===== src/rtl/muldiv_pkg.sv =====
// muldiv_pkg: shared encodings and sizing for the HI/LO multiply/divide unit.
// Operation codes, FSM states, default operand width and counter width.
package muldiv_pkg;

  localparam int XLEN_DEF = 32;
  localparam int CNT_W    = $clog2(XLEN_DEF);

  typedef enum logic [1:0] {
    OP_MULT  = 2'b00,
    OP_MULTU = 2'b01,
    OP_DIV   = 2'b10,
    OP_DIVU  = 2'b11
  } op_e;

  typedef enum logic [1:0] {
    IDLE = 2'b00,
    CALC = 2'b01,
    DONE = 2'b10
  } state_e;

endpackage


===== src/rtl/hilo_div_step.sv =====
// hilo_div_step: one combinational restoring-division step.
// Shifted partial remainder vs divisor -> next remainder and quotient bit.
module hilo_div_step #(
  parameter int XLEN = 32
) (
  input  logic [XLEN:0]   part,
  input  logic [XLEN-1:0] dvsr,
  output logic [XLEN-1:0] rem,
  output logic            q_bit
);

  logic [XLEN:0] diff;

  // part < 2*dvsr always holds, so a clear borrow bit means part >= dvsr
  assign diff  = part - {1'b0, dvsr};
  assign q_bit = ~diff[XLEN];
  assign rem   = q_bit ? diff[XLEN-1:0] : part[XLEN-1:0];

endmodule


===== src/rtl/hilo_muldiv.sv =====
// hilo_muldiv: multi-cycle MULT/MULTU/DIV/DIVU unit driving the HI/LO write port.
// Define HILO_FAST_MULT_EN to perform multiplies in a single cycle.
module hilo_muldiv
  import muldiv_pkg::*;
#(
  parameter int XLEN = XLEN_DEF
) (
  input  logic              clk,
  input  logic              rst,
  input  logic              start,
  input  logic [1:0]        op,
  input  logic [XLEN-1:0]   src_a,
  input  logic [XLEN-1:0]   src_b,
  input  logic              cancel,
  output logic              stall,
  output logic              hilo_we,
  output logic [2*XLEN-1:0] hilo_data
);

  localparam int CW = (XLEN == XLEN_DEF) ? CNT_W : $clog2(XLEN);

  state_e            state_q, state_d;
  logic [CW-1:0]     cnt_q;
  logic [XLEN-1:0]   hi_q, lo_q, b_q;
  logic              is_div_q, neg_lo_q, neg_hi_q;
  logic [2*XLEN-1:0] hilo_q;

  op_e             op_in;
  logic            is_div_in, is_sgn_in;
  logic            a_neg, b_neg, b_zero;
  logic            accept, fast_in, last;
  logic [XLEN-1:0] a_mag, b_mag;

  assign op_in     = op_e'(op);
  assign is_div_in = (op_in == OP_DIV) || (op_in == OP_DIVU);
  assign is_sgn_in = (op_in == OP_MULT) || (op_in == OP_DIV);
  assign a_neg     = is_sgn_in & src_a[XLEN-1];
  assign b_neg     = is_sgn_in & src_b[XLEN-1];
  assign a_mag     = a_neg ? -src_a : src_a;
  assign b_mag     = b_neg ? -src_b : src_b;
  assign b_zero    = (src_b == '0);
  assign accept    = (state_q == IDLE) & start & ~cancel;
  assign last      = (cnt_q == CW'(XLEN - 1));

`ifdef HILO_FAST_MULT_EN
  logic [2*XLEN-1:0] prod_w;

  assign prod_w  = {{XLEN{1'b0}}, a_mag} * {{XLEN{1'b0}}, b_mag};
  assign fast_in = ~is_div_in;
`else
  assign fast_in = 1'b0;
`endif

  // Shared HI/LO datapath: lo_q shifts out multiplier/dividend bits.
  logic [XLEN:0]   sum_w;
  logic [XLEN-1:0] step_rem;
  logic            step_q;
  logic [XLEN-1:0] hi_n, lo_n;

  assign sum_w = {1'b0, hi_q} + {1'b0, (lo_q[0] ? b_q : '0)};

  hilo_div_step #(
    .XLEN(XLEN)
  ) u_step (
    .part  ({hi_q, lo_q[XLEN-1]}),
    .dvsr  (b_q),
    .rem   (step_rem),
    .q_bit (step_q)
  );

  always_comb begin
    hi_n = sum_w[XLEN:1];
    lo_n = {sum_w[0], lo_q[XLEN-1:1]};
    if (is_div_q) begin
      hi_n = step_rem;
      lo_n = {lo_q[XLEN-2:0], step_q};
    end
  end

  function automatic logic [2*XLEN-1:0] fix(
    input logic            div,
    input logic            neg_lo,
    input logic            neg_hi,
    input logic [XLEN-1:0] h,
    input logic [XLEN-1:0] l
  );
    logic [2*XLEN-1:0] p;
    logic [XLEN-1:0]   fh, fl;
    p  = {h, l};
    fh = neg_hi ? -h : h;
    fl = neg_lo ? -l : l;
    if (!div) return neg_lo ? -p : p;
    return {fh, fl};
  endfunction

  always_comb begin
    state_d = state_q;
    unique case (state_q)
      IDLE: begin
        if (accept) begin
          if ((is_div_in && b_zero) || fast_in) state_d = DONE;
          else                                  state_d = CALC;
        end
      end
      CALC: begin
        if (cancel)    state_d = IDLE;
        else if (last) state_d = DONE;
      end
      DONE:    state_d = IDLE;
      default: state_d = IDLE;
    endcase
  end

  always_ff @(posedge clk or posedge rst) begin
    if (rst) begin
      state_q  <= IDLE;
      cnt_q    <= '0;
      hi_q     <= '0;
      lo_q     <= '0;
      b_q      <= '0;
      is_div_q <= 1'b0;
      neg_lo_q <= 1'b0;
      neg_hi_q <= 1'b0;
      hilo_q   <= '0;
    end else begin
      state_q <= state_d;
      unique case (state_q)
        IDLE: begin
          if (accept) begin
            hi_q     <= '0;
            lo_q     <= a_mag;
            b_q      <= b_mag;
            cnt_q    <= '0;
            is_div_q <= is_div_in;
            neg_lo_q <= a_neg ^ b_neg;
            neg_hi_q <= a_neg & is_div_in;
            if (is_div_in && b_zero)
              hilo_q <= {src_a, {XLEN{1'b1}}};
`ifdef HILO_FAST_MULT_EN
            else if (fast_in)
              hilo_q <= fix(1'b0, a_neg ^ b_neg, 1'b0,
                            prod_w[2*XLEN-1:XLEN],
                            prod_w[XLEN-1:0]);
`endif
          end
        end
        CALC: begin
          if (!cancel) begin
            hi_q  <= hi_n;
            lo_q  <= lo_n;
            cnt_q <= cnt_q + 1'b1;
            if (last)
              hilo_q <= fix(is_div_q, neg_lo_q, neg_hi_q,
                            hi_n, lo_n);
          end
        end
        default: ;
      endcase
    end
  end

  assign stall     = accept | (state_q == CALC);
  assign hilo_we   = (state_q == DONE) & ~cancel;
  assign hilo_data = hilo_q;

endmodule


===== config.mk =====
export PLATFORM = sky130hd
export DESIGN_NAME = hilo_muldiv
export DESIGN_NICKNAME = d
export VERILOG_FILES = /design/src/rtl/muldiv_pkg.sv /design/src/rtl/hilo_div_step.sv /design/src/rtl/hilo_muldiv.sv
export SDC_FILE = /design/constraint.sdc
export NUM_CORES = 1
export LEC_CHECK = 0
export BUFFER_PORTS_ARGS = -buffer_cell sky130_fd_sc_hd__buf_2
export CORE_MARGIN = 4
export CORE_UTILIZATION = 52
export DETAILED_ROUTE_END_ITERATION = 10
export PLACE_DENSITY_LB_ADDON = 0.12
export RECOVER_POWER = 25
export SLEW_MARGIN = 25
export SYNTH_ARGS = -nofsm -noshare
export SYNTH_HDL_FRONTEND = slang
export SYNTH_SLANG_ARGS = --single-unit

===== constraint.sdc =====
create_clock -name clk -period 7.2 [get_ports clk]
set_input_delay 1.44 -clock clk [delete_from_list [all_inputs] [get_ports clk]]
set_output_delay 1.44 -clock clk [all_outputs]
set_load 0.02 [all_outputs]

Word-level counts from Yosys, hierarchy flattened
Index checks and enable logic that the tools add are counted.
Storage, ports and cells
  flip-flop bits (word level): 170
  input port bits: 70
  output and inout bits: 66
Cells by class
  bitwise operators: 10
  $add $sub $neg: 8
  muxes and demuxes: 34
  eq/ne operators: 10
  reductions and logical operators: 11
Operator list (number)
  64-bit two-way mux: 7
  32-bit two-way mux: 12
  32-bit negation: 4
  32-bit case mux with 2 select lines: 2
  64-bit case mux with 2 select lines: 1
  64-bit negation: 1
  32-bit by 32-bit adder with 33-bit output: 1
  33-bit by 32-bit subtractor with 33-bit output: 1
  32-bit logical NOT: 1
  5-bit two-way mux: 2
  5-bit case mux with 2 select lines: 1
  2-bit two-way mux: 4
  1-bit bitwise AND: 6
  2-bit equality test (second input constant): 3
  2-bit inequality test (second input constant): 3
  5-bit by 1-bit adder with 5-bit output (second input constant): 1
  5-bit equality test (second input constant): 1
  5-bit AND reduction: 1
  2-bit logical NOT: 2
  1-bit two-way mux: 4
  2-bit case mux with 2 select lines: 1
  2-bit AND reduction: 2
  3-bit inequality test (second input constant): 1
  3-bit AND reduction: 1
  other kinds (8): 10

Longest topological paths before layout
  word-level depth: 10
  depth in mapped cells: 27

Modules after synthesis
Synthesis repeated with hierarchy kept, for this count alone.
Second synthesis, totals
  cells, all modules: 1907
  area total of the unflattened synthesis: 15220.8 um^2
Modules (own cells, without submodules)
  hilo_muldiv: area an instance 12862.3 um^2, cells an instance 1602, instances 1, sequential area each 4254.1 um^2
  hilo_div_step: area an instance 2358.5 um^2, cells an instance 305, instances 1, sequential area each 0.0 um^2

Least setup slack after synthesis
OpenSTA, ideal clock, no wires.
  path kind: register to register
  start point: register lo_q[31]
  end point: register hilo_q[60], in the netlist hilo_data[60]
  arrival time: 4.929 ns
  setup slack: 2.138 ns
  cell stages (with the launch flop): 25
  clock period less this slack: 5.062 ns
  cell sequence: dfrtp_1 -> inv_1 -> ha_1 -> inv_1 -> fa_1 -> a211oi_1 -> o211ai_1 -> nand3_1 -> a21boi_2 -> nor3_2 -> buf_2 -> nor2_1 -> buf_2 -> buf_2 -> a21oi_1 -> ha_1 -> o21ai_0 -> or2_2 -> nand2b_1 -> nand2b_1 -> o21ai_2 -> nand4_1 -> or4_1 -> a22oi_1 -> o31ai_1
On the way
  cells in the longest elaborated chain, start to end: 10
RTL lines
  start, declared: RTL line hilo_muldiv.sv:24  | logic [XLEN-1:0] hi_q, lo_q, b_q;
  start signal, assigned: RTL line hilo_muldiv.sv:131  | lo_q <= a_mag;
  start signal, assigned: RTL line hilo_muldiv.sv:150  | lo_q <= lo_n;
  33-bit by 32-bit subtractor with 33-bit output: RTL line hilo_div_step.sv:15  | assign diff = part - {1'b0, dvsr};
  32-bit two-way mux / 1-bit inverter (equally long branches): RTL line hilo_div_step.sv:17, hilo_div_step.sv:16
  32-bit two-way mux: RTL line hilo_muldiv.sv:74  | if (is_div_q) begin
  64-bit negation: RTL line hilo_muldiv.sv:92  | if (!div) return neg_lo ? -p : p;
  64-bit two-way mux (2 in a row): RTL line hilo_muldiv.sv:92
  64-bit two-way mux (*): RTL line hilo_muldiv.sv:93  | return {fh, fl};
  64-bit two-way mux (*): RTL line hilo_muldiv.sv:152  | if (last)
  64-bit two-way mux (*): RTL line hilo_muldiv.sv:148  | if (!cancel) begin
  64-bit case mux with 2 select lines (*): RTL line hilo_muldiv.sv:127  | unique case (state_q)
  end signal, assigned: RTL line hilo_muldiv.sv:138  | hilo_q <= {src_a, {XLEN{1'b1}}};
  end signal, assigned: RTL line hilo_muldiv.sv:153  | hilo_q <= fix(is_div_q, neg_lo_q, neg_hi_q,
  end, declared: RTL line hilo_muldiv.sv:26  | logic [2*XLEN-1:0] hilo_q;
Mark *: on every way between the ends. The rest lies on a longest branch, timed or not. The select of a mux whose other input is x is not followed.
A chain may end at the register's enable or synchronous reset.

Worst setup path after layout
  start point: register lo_q[31]
  end point: register hilo_q[52], in the netlist hilo_data[52]
Same word-level chain as after synthesis.

==> impl_metrics.json <==
{
  "status": "complete, but fails checks",
  "violations": "max-capacitance violations, max-slew violations",
  "cts.sinks": 170,
  "ctsHtreeMaxLevel": 4,
  "postCtsSetupBuffers": 0,
  "clk_latency_ps": 450,
  "setup_viol": 0,
  "drive_above_1_share_pct": 12.5,
  "routedWlPerCell_microns": 22.0,
  "end_kind": "register",
  "area_growth_pct": 10.0,
  "synthArstFlopShare_pct": 100,
  "synth.largest_area_cell": "dfrtp_1",
  "num_io_pins": 136,
  "ctsResizeCount": 0,
  "fin_skew_ps": 19.4,
  "viasPerCell": 6.35,
  "path_max_fanout": 12,
  "leakage_nw": 6.93,
  "drt-initial-drc-count": 1695,
  "hp-class": "reg -> reg",
  "final_common_cell": "nand2_1",
  "start_util_pct": 53.4,
  "num_rows": 61,
  "ys_warn_count": 0,
  "cp_slowest_cell": "a21oi_2",
  "gp_congestion": 0.940,
  "slew_headroom_pct": -181,
  "tns_ps": 0,
  "coreArea_sq_um": 28100,
  "drc_errors": 0,
  "postSynthAreaPerCell_sq_um": 7.79,
  "grt_setup_unrepaired": "false",
  "synth_seq_cells": 170,
  "cts_made_buffers": 17,
  "drt_wl_total_mm": 52.7,
  "hold_viol": 0,
  "die_h_microns": 178,
  "worstSetupPathType": "reg -> reg",
  "grt_max_degree": 98,
  "cts_tree": "yes",
  "path_clk_slew_ps": 70,
  "antenna_found_initial": 2,
  "hold_start": "hilo_data[34]$_DFFE_PP0P_",
  "netlist_instances": 1927,
  "grt_use_total_pct": 32.7,
  "clockRootBuffer": "clkbuf_16",
  "dp.cells": 2361,
  "crit_required_ps": 7550,
  "crit_arrival_ps": 6460,
  "finalMaxSlewViolations": 162,
  "grt_pass1_vias": 13900,
  "hpwl_mm": 39.2,
  "synthTopCellsByArea": "dfrtp_1 (28%), o21ai_0 (6.4%), nand2_1 (6.2%)",
  "grt-ovfl-total": 0,
  "max_freq_ghz": 0.164,
  "vias": 15200,
  "cp_top_family": "compound AO/OA/AOI/OAI gates",
  "portBuffers": 135,
  "critical-path-max-stage-delay_ps": 700,
  "cap_violations": 3,
  "drtAntennaViolNets": 0,
  "grt_pass1_wl_mm": 80.8,
  "path_buf_inv": 2,
  "rr_startpoint": "lo_q[31]$_DFFE_PP0P_",
  "max_slew.worst_pin.slew_ps": 4190,
  "first_pass_iters": 6,
  "worstPathCellList": "inv_1 -> ha_1 -> inv_1 -> fa_1 -> a211oi_1 -> o211ai_1 -> nand3_1 -> a21bo_1 -> a21oi_2 -> nor2_1 -> a21oi_1 -> ha_1 -> o21ai_0 -> or2_2 -> nand2b_1 -> nand2b_1 -> o21ai_2 -> nand2_1 -> o41ai_1 -> xnor2_1 -> nand2_1 -> a31oi_1",
  "yosysUniqueCellTypes": 99,
  "synth_top_area_share_pct": 28.4,
  "clockBufferDepth": 2,
  "yosys_most_used_dff": "dfrtp_1",
  "hold_buffers": 0,
  "ir_drop_uv": 191,
  "worstSetupStartpointType": "register",
  "min_period_ps": 6110,
  "startpoint": "lo_q[31]$_DFFE_PP0P_",
  "syn_area_sq_um": 15000,
  "finalCritPeriodShare_pct": 84.9,
  "dieWidth_microns": 178,
  "dieArea_sq_um": 31600,
  "synth_edf_count": 0,
  "yosysSeqAreaShare_pct": 28.4,
  "rrSetupSlack_ps": 1090,
  "syn_nets": 2069,
  "fin_cells": 2394,
  "mostFrequentLayoutCells": "nand2_1 (247), o21ai_0 (191), nor2_1 (185)",
  "power_density_nw_per_um2": 447,
  "layout.nets": 2145,
  "diodes": 0
}
==> worst register-to-register path, stage by stage, from the launching register on <==
cell      delay [ps]
dfrtp_1          400
inv_1             80
ha_1             210
inv_1             70
fa_1             240
a211oi_1         110
o211ai_1         210
nand3_1          230
a21bo_1          350
a21oi_2          700
nor2_1           160
a21oi_1          420
ha_1             240
o21ai_0          150
or2_2            400
nand2b_1         210
nand2b_1         290
o21ai_2          390
nand2_1          230
o41ai_1          460
xnor2_1          160
nand2_1           70
a31oi_1          230
==> cells in the mapped netlist (all sizes together) (14+ instances only) <==
library cell,n
a21oi,158
o21ai,203
a21o,19
o31ai,26
nor3,45
mux2i,27
xnor2,79
clkbuf,67
or3,19
nand2,249
mux2,14
inv,62
nor2,187
a22o,22
o211ai,25
buf,32
dfrtp,170
ha,70
xor2,81
nand4,15
and2,41
nand3,31
nand2b,21
a31oi,53
a211oi,22
==> metrics by stage <==
step | hold WS [ps] | worst slack, ps | total power, W | utilization, % | instance area, sq um
after floorplan | 464 | 1160 | 0.00494 | - | 15000
after global placement | 456 | 1420 | 0.00627 | 56.6 | 15900
after detailed placement | 466 | 1250 | 0.00629 | 56.7 | 15900
after CTS | 481 | 1210 | 0.00728 | 58.8 | 16500
after global routing | 501 | 669 | 0.00784 | 58.8 | 16500
final | 476 | 1090 | 0.00738 | 58.8 | 16500
==> path summary, 6_finish.rpt <==
check,endpoint,cells after the start
setup / recovery,hilo_data[52]$_DFFE_PP0P_,22
hold / removal,hilo_data[34]$_DFFE_PP0P_,2
setup reg to reg,hilo_data[52]$_DFFE_PP0P_,22
hold reg to reg,hilo_data[34]$_DFFE_PP0P_,2
max in group asynchronous,is_div_q$_DFFE_PP0P_,2
min in group asynchronous,hi_q[14]$_DFFE_PP0P_,2
==> routing by layer <==
metal  global-route usage, %  wire [microns]  up-vias
li1                        -               -     7105
met1                    49.1           23700     7244
met2                    47.4           22200      763
met3                    7.50            5460       80
met4                    8.06            1270        0
met5                       0               0        -
==> area by class of cell <==
class / count / area [sq um]
Multi-Input combinational cell: 1595 / 10100
Clock inverter: 12 / 139
Timing Repair Buffer: 156 / 846
Inverter: 63 / 238
Clock buffer: 20 / 457
Fill cell: 2729 / 11600
Tap cell: 378 / 473
Sequential cell: 170 / 4260
==> kinds of logic after synthesis <==
kind of cell / count (synthesis) / share of synthesized area, %
buf+inv: 162 / 4.52
compound gates: 640 / 27.3
simple gates: 682 / 21.6
fa+ha+maj: 72 / 6.10
xor+xnor: 160 / 9.34
flops: 170 / 28.4
mux: 41 / 2.85
==> state kept, by name, summed over array words and instances (netlist names) <==
register / count
hilo_data: 64
b_q: 32
hi_q: 32
lo_q: 32
cnt_q: 5
state_q: 2
is_div_q: 1
neg_hi_q: 1
neg_lo_q: 1
==> where the power goes <==
part	switching [W]	internal [W]	total, W
clock	0.000432	0.000534	0.000966
sequential	0.000364	0.00129	0.00165
combinational	0.00306	0.00170	0.00476
total	0.00386	0.00352	0.00738
(Power assumes the default switching activity.)
